## src/rtl/mem_bus_pkg.sv

```systemverilog
// Shared types for the PicoRV32-style native memory bus arbiter.
//   arb_state_t       : arbiter FSM encoding (IDLE, BUSY0, BUSY1)
//   mem_req_t         : request bundle (valid, instr, addr, wdata, wstrb)
//   mem_rsp_t         : response bundle (ready, rdata)
//   ERR_RDATA_DEFAULT : read data returned on a watchdog timeout
package mem_bus_pkg;

    typedef enum logic [1:0] {
        IDLE  = 2'd0,
        BUSY0 = 2'd1,
        BUSY1 = 2'd2
    } arb_state_t;

    typedef struct packed {
        logic        valid;
        logic        instr;
        logic [31:0] addr;
        logic [31:0] wdata;
        logic [3:0]  wstrb;
    } mem_req_t;

    typedef struct packed {
        logic        ready;
        logic [31:0] rdata;
    } mem_rsp_t;

    localparam logic [31:0] ERR_RDATA_DEFAULT = 32'hDEAD_DEAD;

endpackage

```

## src/rtl/mem_arbiter2_if.sv

```systemverilog
// One native memory bus link.
//   master modport : drives mem_valid/instr/addr/wdata/wstrb, receives mem_ready/rdata
//   slave modport  : receives the request, drives mem_ready/rdata
interface mem_arbiter2_if;

    logic        mem_valid;
    logic        mem_instr;
    logic [31:0] mem_addr;
    logic [31:0] mem_wdata;
    logic [3:0]  mem_wstrb;
    logic        mem_ready;
    logic [31:0] mem_rdata;

    modport master (
        output mem_valid, mem_instr, mem_addr, mem_wdata, mem_wstrb,
        input  mem_ready, mem_rdata
    );

    modport slave (
        input  mem_valid, mem_instr, mem_addr, mem_wdata, mem_wstrb,
        output mem_ready, mem_rdata
    );

endinterface

```

## src/rtl/rr_pick2.sv

```systemverilog
// Two-way round-robin pick, purely combinational.
//   req_i      : request bits, [0] = port 0, [1] = port 1
//   last_gnt_i : port most recently served (0 or 1)
//   gnt_o      : one-hot grant, all zero when nothing requests
module rr_pick2 (
    input  logic [1:0] req_i,
    input  logic       last_gnt_i,
    output logic [1:0] gnt_o
);

    always_comb begin
        gnt_o = 2'b00;
        case (req_i)
            2'b01:   gnt_o = 2'b01;
            2'b10:   gnt_o = 2'b10;
            // Contention: favour the port that was not served last.
            2'b11:   gnt_o = last_gnt_i ? 2'b01 : 2'b10;
            default: gnt_o = 2'b00;
        endcase
    end

endmodule

```

## src/rtl/mem_arbiter2.sv

```systemverilog
// Two-master round-robin arbiter in front of a single native-bus slave.
//   clk, resetn : clock, asynchronous active-low reset
//   m0, m1      : master links (m0 = CPU, m1 = loader/debug)
//   s           : slave link, request driven combinationally from the granted master
//   timeout_err : one-cycle pulse when the stall watchdog forces completion
// Parameters: TIMEOUT_CYCLES (0 disables the watchdog), ERR_RDATA (data on timeout).
module mem_arbiter2
    import mem_bus_pkg::*;
#(
    parameter int unsigned TIMEOUT_CYCLES = 255,
    parameter logic [31:0] ERR_RDATA      = ERR_RDATA_DEFAULT
) (
    input  logic           clk,
    input  logic           resetn,
    mem_arbiter2_if.slave  m0,
    mem_arbiter2_if.slave  m1,
    mem_arbiter2_if.master s,
    output logic           timeout_err
);

    localparam logic [1:0] StIdle  = IDLE;
    localparam logic [1:0] StBusy0 = BUSY0;
    localparam logic [1:0] StBusy1 = BUSY1;

    localparam int unsigned CntRaw = $clog2(TIMEOUT_CYCLES + 1);
    localparam int unsigned CntW   = (CntRaw < 8) ? 8 : ((CntRaw > 32) ? 32 : CntRaw);

    logic [1:0]      state_q, state_d;
    logic            last_gnt_q, last_gnt_d;
    logic [CntW-1:0] cnt_q, cnt_d;

    mem_req_t m0_req, m1_req, cur_req, sel_req;
    mem_rsp_t s_rsp, rsp, m0_rsp, m1_rsp;
    logic [1:0] gnt;
    logic       own;
    logic       wd_hit;

    assign m0_req = '{valid: m0.mem_valid, instr: m0.mem_instr, addr: m0.mem_addr,
                      wdata: m0.mem_wdata, wstrb: m0.mem_wstrb};
    assign m1_req = '{valid: m1.mem_valid, instr: m1.mem_instr, addr: m1.mem_addr,
                      wdata: m1.mem_wdata, wstrb: m1.mem_wstrb};
    assign s_rsp  = '{ready: s.mem_ready, rdata: s.mem_rdata};

    rr_pick2 u_pick (
        .req_i      ({m1_req.valid, m0_req.valid}),
        .last_gnt_i (last_gnt_q),
        .gnt_o      (gnt)
    );

    assign own     = (state_q == StBusy1);
    assign cur_req = own ? m1_req : m0_req;
    assign wd_hit  = (TIMEOUT_CYCLES != 0) && (cnt_q == CntW'(TIMEOUT_CYCLES));

    always_comb begin
        state_d     = state_q;
        last_gnt_d  = last_gnt_q;
        cnt_d       = '0;
        sel_req     = '0;
        rsp         = '0;
        m0_rsp      = '0;
        m1_rsp      = '0;
        timeout_err = 1'b0;
        unique case (state_q)
            StIdle: begin
                if (gnt[0]) begin
                    state_d = StBusy0;
                end else if (gnt[1]) begin
                    state_d = StBusy1;
                end
            end
            StBusy0, StBusy1: begin
                sel_req = cur_req;
                rsp     = s_rsp;
                // Slave ready wins over both abort and the watchdog.
                if (s_rsp.ready) begin
                    state_d    = StIdle;
                    last_gnt_d = own;
                end else if (!cur_req.valid) begin
                    // Master abort: no ready, round-robin pointer untouched.
                    state_d = StIdle;
                end else if (wd_hit) begin
                    sel_req.valid = 1'b0;
                    rsp           = '{ready: 1'b1, rdata: ERR_RDATA};
                    timeout_err   = 1'b1;
                    state_d       = StIdle;
                    last_gnt_d    = own;
                end else begin
                    cnt_d = cnt_q + CntW'(1);
                end
                if (own) begin
                    m1_rsp = rsp;
                end else begin
                    m0_rsp = rsp;
                end
            end
            default: state_d = StIdle;
        endcase
    end

    always_ff @(posedge clk or negedge resetn) begin
        if (!resetn) begin
            state_q    <= StIdle;
            last_gnt_q <= 1'b1;
            cnt_q      <= '0;
        end else begin
            state_q    <= state_d;
            last_gnt_q <= last_gnt_d;
            cnt_q      <= cnt_d;
        end
    end

    assign s.mem_valid = sel_req.valid;
    assign s.mem_instr = sel_req.instr;
    assign s.mem_addr  = sel_req.addr;
    assign s.mem_wdata = sel_req.wdata;
    assign s.mem_wstrb = sel_req.wstrb;

    assign m0.mem_ready = m0_rsp.ready;
    assign m0.mem_rdata = m0_rsp.rdata;
    assign m1.mem_ready = m1_rsp.ready;
    assign m1.mem_rdata = m1_rsp.rdata;

endmodule

```

## src/flat_wrapper.sv

```systemverilog
// flat-port wrapper written by rule: the top's interface ports become plain ports
module mem_arbiter2_flat import mem_bus_pkg::*;
#(
    parameter int unsigned TIMEOUT_CYCLES = 255,
    parameter logic [31:0] ERR_RDATA      = ERR_RDATA_DEFAULT
)
  (clk, resetn, timeout_err, m0_mem_valid, m0_mem_instr, m0_mem_addr, m0_mem_wdata, m0_mem_wstrb, m0_mem_ready, m0_mem_rdata, m1_mem_valid, m1_mem_instr, m1_mem_addr, m1_mem_wdata, m1_mem_wstrb, m1_mem_ready, m1_mem_rdata, s_mem_valid, s_mem_instr, s_mem_addr, s_mem_wdata, s_mem_wstrb, s_mem_ready, s_mem_rdata);
  mem_arbiter2_if m0_i ();
  mem_arbiter2_if m1_i ();
  mem_arbiter2_if s_i ();
  input  logic clk;
  input  logic resetn;
  output logic timeout_err;
  input wire logic [$bits(m0_i.mem_valid)-1:0] m0_mem_valid;
  input wire logic [$bits(m0_i.mem_instr)-1:0] m0_mem_instr;
  input wire logic [$bits(m0_i.mem_addr)-1:0] m0_mem_addr;
  input wire logic [$bits(m0_i.mem_wdata)-1:0] m0_mem_wdata;
  input wire logic [$bits(m0_i.mem_wstrb)-1:0] m0_mem_wstrb;
  output wire logic [$bits(m0_i.mem_ready)-1:0] m0_mem_ready;
  output wire logic [$bits(m0_i.mem_rdata)-1:0] m0_mem_rdata;
  input wire logic [$bits(m1_i.mem_valid)-1:0] m1_mem_valid;
  input wire logic [$bits(m1_i.mem_instr)-1:0] m1_mem_instr;
  input wire logic [$bits(m1_i.mem_addr)-1:0] m1_mem_addr;
  input wire logic [$bits(m1_i.mem_wdata)-1:0] m1_mem_wdata;
  input wire logic [$bits(m1_i.mem_wstrb)-1:0] m1_mem_wstrb;
  output wire logic [$bits(m1_i.mem_ready)-1:0] m1_mem_ready;
  output wire logic [$bits(m1_i.mem_rdata)-1:0] m1_mem_rdata;
  output wire logic [$bits(s_i.mem_valid)-1:0] s_mem_valid;
  output wire logic [$bits(s_i.mem_instr)-1:0] s_mem_instr;
  output wire logic [$bits(s_i.mem_addr)-1:0] s_mem_addr;
  output wire logic [$bits(s_i.mem_wdata)-1:0] s_mem_wdata;
  output wire logic [$bits(s_i.mem_wstrb)-1:0] s_mem_wstrb;
  input wire logic [$bits(s_i.mem_ready)-1:0] s_mem_ready;
  input wire logic [$bits(s_i.mem_rdata)-1:0] s_mem_rdata;
  assign m0_i.mem_valid = m0_mem_valid;
  assign m0_i.mem_instr = m0_mem_instr;
  assign m0_i.mem_addr = m0_mem_addr;
  assign m0_i.mem_wdata = m0_mem_wdata;
  assign m0_i.mem_wstrb = m0_mem_wstrb;
  assign m0_mem_ready = m0_i.mem_ready;
  assign m0_mem_rdata = m0_i.mem_rdata;
  assign m1_i.mem_valid = m1_mem_valid;
  assign m1_i.mem_instr = m1_mem_instr;
  assign m1_i.mem_addr = m1_mem_addr;
  assign m1_i.mem_wdata = m1_mem_wdata;
  assign m1_i.mem_wstrb = m1_mem_wstrb;
  assign m1_mem_ready = m1_i.mem_ready;
  assign m1_mem_rdata = m1_i.mem_rdata;
  assign s_mem_valid = s_i.mem_valid;
  assign s_mem_instr = s_i.mem_instr;
  assign s_mem_addr = s_i.mem_addr;
  assign s_mem_wdata = s_i.mem_wdata;
  assign s_mem_wstrb = s_i.mem_wstrb;
  assign s_i.mem_ready = s_mem_ready;
  assign s_i.mem_rdata = s_mem_rdata;
  mem_arbiter2 #(.TIMEOUT_CYCLES(TIMEOUT_CYCLES), .ERR_RDATA(ERR_RDATA)) u_core (.clk(clk), .resetn(resetn), .m0(m0_i), .m1(m1_i), .s(s_i), .timeout_err(timeout_err));
endmodule
```

## config.mk

```make
export PLATFORM = sky130hd
export DESIGN_NAME = mem_arbiter2_flat
export DESIGN_NICKNAME = d
export VERILOG_FILES = /design/src/rtl/mem_bus_pkg.sv /design/src/rtl/mem_arbiter2_if.sv /design/src/rtl/rr_pick2.sv /design/src/rtl/mem_arbiter2.sv /design/src/flat_wrapper.sv
export SDC_FILE = /design/constraint.sdc
export NUM_CORES = 1
export LEC_CHECK = 0
export CORE_AREA = 2 2 120 122
export DETAILED_ROUTE_END_ITERATION = 7
export DIE_AREA = 0 0 122 124
export GPL_ROUTABILITY_DRIVEN = 0
export SYNTH_ARGS = -nofsm -noshare
export SYNTH_HDL_FRONTEND = slang
export SYNTH_HIERARCHICAL = 1
export SYNTH_SLANG_ARGS = --single-unit
```

## constraint.sdc

```tcl
create_clock -name clk -period 2.1 [get_ports clk]
set_clock_uncertainty 0.05 [all_clocks]
set_input_delay 0.21 -clock clk [delete_from_list [all_inputs] [get_ports clk]]
set_output_delay 0.21 -clock clk [all_outputs]
set_load 0.02 [all_outputs]
```

==> results.ini <==
[run_status]
status=complete, but fails checks
failed_checks=setup timing

[global_route]
grt_pass1_vias=3479
grt_pass1_wl_um=19340
grt_max_degree=42
antenna_found_initial=0
overflow=0
gr-usage-all-layers_pct=16.41

[detailed_routing]
route.detailed.wl_per_inst_um=17.15
routed_wirelength_um=14010
drtIter0Drc=91
remaining_drc_errors=0
avgViaCountPerCell=4.257
first_pass_iters=4
detail-route-antenna-nets=0
vias=3478

[timing]
drv_slew=0
min_period_ns=2.200
post-route-period-util_pct=104.7
rsz0062_at_grt=true
setup_slack_ns=-0.09954
worst_pin_slew_ns=0.5097
max_freq_mhz=454.6
relSlewSlack_pct=65.92
hold_violations=0
setup_viol=52

[layout]
n_antenna_cell=0
nNetsFinal=816
drive_gt1_share_pct=32.65
num-fill-cells=1393
syn_to_final_growth_pct=159.7
post-route-util_pct=44.10

[logic_synthesis]
ys_warn_count=6
syn_nets=471
yosysTopAreaCellShare_pct=30.08
synth_edf_count=0
avgSynthCellArea_um2=7.951
yosysTopAreaCell=mux2i_1
async_flop_share_pct=100.0
ys_ff_latch=11
synth-seq-area-share_pct=11.87
synth.distinct_cells=36
synthMuxAreaShare_pct=30.56
ys_top_cells_by_area=mux2i_1, nor2b_1, o21a_1
synth_top_flop_cell=dfrtp_1
synth_fa_ha_area_share_pct=1.611
synth_common_cells=nor2b_1, mux2i_1, o21a_1, and2_1
synth.most_common_cell=nor2b_1
synthXorXnorAreaFrac_pct=1.504
synth-simple-area-share_pct=31.15
netlist_instances=293
synth_compound_area_share_pct=18.31
synth_top_family_by_area=simple AND/OR/NAND/NOR gates
synth_area_um2=2330

[die]
core-area_um2=13720
die_x_um=122
dieArea_um2=15130
num_io_pins=312
initial_utilization_pct=16.98
die_y_um=124
placementRows=43

[cts]
clkSlewWorstSetupHoldPaths_ns=0.04
worstSkewPairLatency_ns=0.23
clock_path_buffers=2
h-tree-depth=1
clock_sinks=11
clock-root-buffer=clkbuf_16
cts-buffers-inserted=3
postCtsHoldBufs=0
cts_tree=yes

[setup_path]
cp.arrival_ns=1.94
path_cells=ha_4, mux2i_4, nor4_4, buf_6, buf_12, buf_6, o21a_1, buf_6
cp_num_buf_inv=4
worstSetupPathType=flip-flop to primary output
crit_fanout=8
cp-end-kind=primary output
start_kind=flip-flop
slowest_delay_ns=0.41
required_ns=1.84
cpMaxStageDelayCell=dfrtp_1
cp_top_family=buffers and inverters
cp_common_cell=buf_6

[pwr]
power_leakage_nw=2.615
powerDensity_nw_per_um2=1144
max-vdd-ir-drop_uv=412.2

[place]
io_buffers=311
hpwlAfterDp_um=11440
post-place-ws_ns=-0.4715

[hold_path]
hold_class=input pin to asynchronous set/reset pin

[flow_run]
maxCapViolCount=0

[logic make-up (layout without fill, tap and decap cells)]
logic type	count (synthesis)	count (layout)
simple gates	119	119
mux	71	71
xor+xnor	4	4
fa+ha+maj	3	3
flops	11	11
buf+inv	27	371
compound gates	58	58
[layer usage]
layer	vias up	GRT usage (%)	part of all wire (%)
met4	0	3.736	1.8
met2	198	32.96	55
met1	1563	17.38	35
li1	1707	-	-
met3	10	3.342	8.6
met5	-	0	0
[worst paths after layout]
check,start,end,slack (ns),depth (start not counted)
worst max-delay path,u_core/state_q[1]$_DFFE_PN0P_,m0_mem_rdata[26],-0.1,8
worst min-delay path,resetn,u_core/cnt_q[4]$_DFF_PN0_,0.27,1
worst max register to register,u_core/state_q[0]$_DFFE_PN0P_,u_core/state_q[0]$_DFFE_PN0P_,0,9
worst min register to register,u_core/last_gnt_q$_DFFE_PN1P_,u_core/last_gnt_q$_DFFE_PN1P_,0.45,1
max in group asynchronous,resetn,u_core/last_gnt_q$_DFFE_PN1P_,1.37,1
min in group clk,u_core/last_gnt_q$_DFFE_PN1P_,u_core/last_gnt_q$_DFFE_PN1P_,0.45,1
[power breakdown]
part | switching, W | internal, W | total [W] | leakage, nW
registers | 0.0000214 | 0.000245 | 0.000267 | 0.148
logic | 0.00323 | 0.00309 | 0.00632 | 2.43
clock network | 0.0000861 | 0.000254 | 0.000340 | 0.0382
[layout make-up]
| type | count | area [um2] | area share (%) |
|---|---|---|---|
| inverter | 3 | 11.26 | 0.1861 |
| clock buffer | 4 | 78.83 | 1.303 |
| timing repair buffer | 364 | 3423 | 56.58 |
| tap | 180 | 225.2 | 3.722 |
| multi-input combinational | 255 | 2036 | 33.64 |
| sequential | 11 | 276.5 | 4.570 |
[worst register-to-register path, cell delays in order, from the launching register on]
cell,delay [ns]
dfrtp_1,0.38
inv_2,0.08
ha_4,0.17
buf_12,0.15
buf_4,0.15
mux2_2,0.36
buf_4,0.14
o211ai_1,0.15
o22ai_1,0.13
a31o_2,0.22
[sequential cells by signal, summed over array words and instances, names as in the netlist]
register           count
u_core/cnt_q           8
u_core/state_q         2
u_core/last_gnt_q      1
[metrics by stage]
stage / TNS, ns / total power, W / std cells / cell area, um2 / hold slack (ns)
after global routing: -7.139 / 0.007350 / 817 / 6051 / 0.3115
after CTS: -5.096 / 0.006958 / 812 / 6011 / 0.2908
final: -2.152 / 0.006924 / 817 / 6051 / 0.2691
after floorplan: 0 / 0.003502 / 293 / 2330 / -0.1356
after global placement: -43.42 / 0.006511 / 800 / 5888 / 0.4368
after detailed placement: -45.20 / 0.006534 / 800 / 5888 / 0.4461
[timing repair]
action,4_1_cts,5_1_grt
cloned,6,1
resized for setup,516,128
setup buffers,2,8
setup endpoints to repair,137,123
pin swaps,3,11
[placed cells by master, fill, tap and decap left out, types with 3 or more instances in the layout]
cell type / count
buf_6: 47
clkdlybuf4s50_1: 174
nor2_1: 6
clkdlybuf4s15_2: 3
buf_12: 8
buf_2: 34
xor2_1: 3
clkdlybuf4s15_1: 5
mux2i_1: 67
clkbuf_16: 4
dfrtp_1: 10
nor2b_1: 69
a21oi_1: 3
nand2_1: 4
o21a_1: 44
and2_1: 19
clkbuf_2: 20
buf_4: 67
Note: power is estimated with default switching activity, not from simulation.
==> edit (same flow settings) <==
`TIMEOUT_CYCLES` is set to 255 in 2 places; all go to 510.
--- a/src/rtl/mem_arbiter2.sv
+++ b/src/rtl/mem_arbiter2.sv
@@ -9,3 +9,3 @@
 #(
-    parameter int unsigned TIMEOUT_CYCLES = 255,
+    parameter int unsigned TIMEOUT_CYCLES = 510,
     parameter logic [31:0] ERR_RDATA      = ERR_RDATA_DEFAULT
--- a/src/flat_wrapper.sv
+++ b/src/flat_wrapper.sv
@@ -3,3 +3,3 @@
 #(
-    parameter int unsigned TIMEOUT_CYCLES = 255,
+    parameter int unsigned TIMEOUT_CYCLES = 510,
     parameter logic [31:0] ERR_RDATA      = ERR_RDATA_DEFAULT
Function: same outputs for any inputs over 4 cycles, from zero or initial values and one cycle with resetn low; that may be too few to reach the edited logic, so the function may still have changed.
==> edit against the unedited design <==
- the run still ends with setup timing left
- hold slack improved by 0.013 ns
- cell area increased by 4.2%
- combinational power increased by 5.1%
- routed wire length decreased by 2.3%
- synthesized area increased by 2.6%
- global-route usage decreased by 0.60 points
- sequential power increased by 7%
- sequential cell count increased by 1
- sequential share of layout area increased by 0.21 points
- worst setup slack got worse by 0.047 ns
- critical path depth increased by 1
- total power increased by 5.6%
- via count increased by 1.1%
- non-clock buffer count increased by 3
- critical path type unchanged
- critical endpoint is now m0_mem_rdata[0]
- highest routed layer unchanged
==> edit: results (changes against the unedited design) <==
Max transition margin = 0.630 (was 0.659)
Routed WL = 13,700 um (was 14,000 um)
Seq/Total Area, Yosys = 0.126 (was 0.119)
vias in the first global route = 3,528 (was 3,479)
post-route DRC violation count = 0 (unchanged)
CP arrival = 1.99 ns (was 1.94 ns)
Detailed Routing Iterations Pass 1 = 4 (unchanged)
synth top area cells = mux2i_1 29%, nor2b_1 19%, o21a_1 14%, dfrtp_1 12%, and2_1 5.2% (was mux2i_1 30%, nor2b_1 20%, o21a_1 14%, dfrtp_1 11%, and2_1 5.4%)
Worst-Skew Late Latency = 0.24 ns
total CTS buffers = 3 (unchanged)
Main synth FF type = dfrtp_1 (unchanged)
Crit path max-delay family = buffers and inverters (unchanged)
fin nets = 827 (was 816)
htree depth = 1 (unchanged)
largest registers = u_core/cnt_q: 9 flops, u_core/state_q: 2 flops, u_core/last_gnt_q: 1 flops (was u_core/cnt_q: 8 flops, u_core/state_q: 2 flops, u_core/last_gnt_q: 1 flops)
slowest CP cell = dfrtp_1 (unchanged)
Post-DP HPWL = 10,800 um (was 11,400 um)
Reg-to-Reg End = u_core/state_q[0] (unchanged)
CTS clk-pin slew, worst paths = 0.04 ns (about the same)
Placement Cell Area = 0.00596 mm^2 (was 0.00589 mm^2)
top post-synthesis cells by count = 72 x nor2b_1, 70 x mux2i_1, 44 x o21a_1 (was 73 x nor2b_1, 70 x mux2i_1, 44 x o21a_1)
Port Buf Inserts = 311 (unchanged)
failing checks = setup timing (unchanged)
Leak Pwr = 2.71 nW (was 2.61 nW)
Crit Path Max Fanout = 12 (was 8)
worst r2r src = u_core/state_q[0] (unchanged)
R2R depth = 9 (unchanged)
Async S/R FF share, synth = 1.00 (unchanged)
Vias/cell = 4.25 (was 4.26)
status = complete, but fails checks (unchanged)
Worst Setup EP = m0_mem_rdata[0] (was m0_mem_rdata[26])
synthesized net count = 480 (was 471)
Crit path largest cell delay = 0.36 ns (was 0.41 ns)
Starting DRT DRC Count = 98 (was 91)
Netlist cell types = 32 (was 36)
final worst slack = -0.146 ns (was -0.0995 ns)
Clock Path Buffers = 2 (unchanged)
Final setup viols = 68 (was 52)
fraction of layout cells with a size suffix above 1 = 0.362 (was 0.327)
worst-case vdd ir drop = 0.000483 V (was 0.000412 V)
wire length of the first global-routing pass = 18,900 um (was 19,300 um)
largest net degree at the start of global routing = 43 (was 42)
overall routing resource usage = 0.158 (was 0.164)
Final Hold Viols = 0 (unchanged)
initial antenna violation count = 0 (unchanged)
Worst R2R Setup Slack = 0.06 ns (was 0 ns)
CP Launch Type = flop (unchanged)
Ys Warns = 6 (unchanged)
diode count = 0 (unchanged)
class of the worst hold path = input port to asynchronous set/reset pin (unchanged)
Setup TNS Final = -5.34 ns (was -2.15 ns)
-- edit: cell types whose count changed after synthesis, moves of 2 or more --
| cell | delta |
|---|---|
| clkbuf_1 | +2 |
| nor2_1 | +7 |
| xnor2_1 | +3 |
| a21oi_1 | -3 |
| nand3_1 | +3 |
| nand2_1 | -2 |
-- edit: timing repair --
action | 4_1_cts | 5_1_grt
gates cloned | 4 | 5
resized for setup | 492 | 182
pin swaps | 1 | 12
setup endpoints to repair | 137 | 135
buffers inserted | 5 | 12
-- edit: stage by stage --
stage,instances,power (mW),worst slack [ns]
after floorplan,301,3.52,0.0104
after global placement,800,6.57,-0.334
after detailed placement,800,6.60,-0.366
after CTS,813,7.11,-0.150
after global routing,827,7.73,-0.224
final,827,7.31,-0.146
-- edit: how the worst min path moves through the flow --
stage | endpoint | slack [ns]
2_1_floorplan | u_core/cnt_q[0] | -0.14
3_3_place_gp | u_core/last_gnt_q | 0.44
3_5_place_dp | u_core/last_gnt_q | 0.45
4_1_cts | u_core/cnt_q[4] | 0.30
5_1_grt | u_core/cnt_q[8] | 0.32
6_report | u_core/cnt_q[8] | 0.28
-- edit: kinds of logic (layout without fill, tap and decap cells) --
family,count (synthesis),count (layout),synth area share
xor+xnor,7,7,0.0257
buf+inv,29,375,0.0513
simple gates,125,125,0.311
flops,12,12,0.126
compound gates,53,53,0.167
fa+ha+maj,4,4,0.0209
mux,71,71,0.298
-- edit: power by group --
| part | switching (mW) | internal [mW] |
|---|---|---|
| Clock | 0.102 | 0.288 |
| Sequential | 0.0216 | 0.264 |
| Combinational | 3.31 | 3.32 |
| Total | 3.44 | 3.87 |
-- edit: metal layers --
metal  vias to the layer above  part of all wire  routed length (um)  global-route usage
met1                      1590              0.33                4510               0.159
met3                         8              0.10                1410              0.0394
met4                         0             0.012                 169              0.0323
li1                       1720                 -                   -                   -
met2                       198              0.55                7600               0.325
met5                         -                 0                   0                   0
-- edit: area by class of cell --
| type | instances | area [um^2] |
|---|---|---|
| inverters | 4 | 15.0 |
| repair buffers | 367 | 3550 |
| multi-input cells | 260 | 2130 |
| flip-flops and latches | 12 | 302 |
| fillers | 1391 | 7410 |
| clock buffers | 4 | 88.8 |
| well taps | 180 | 225 |
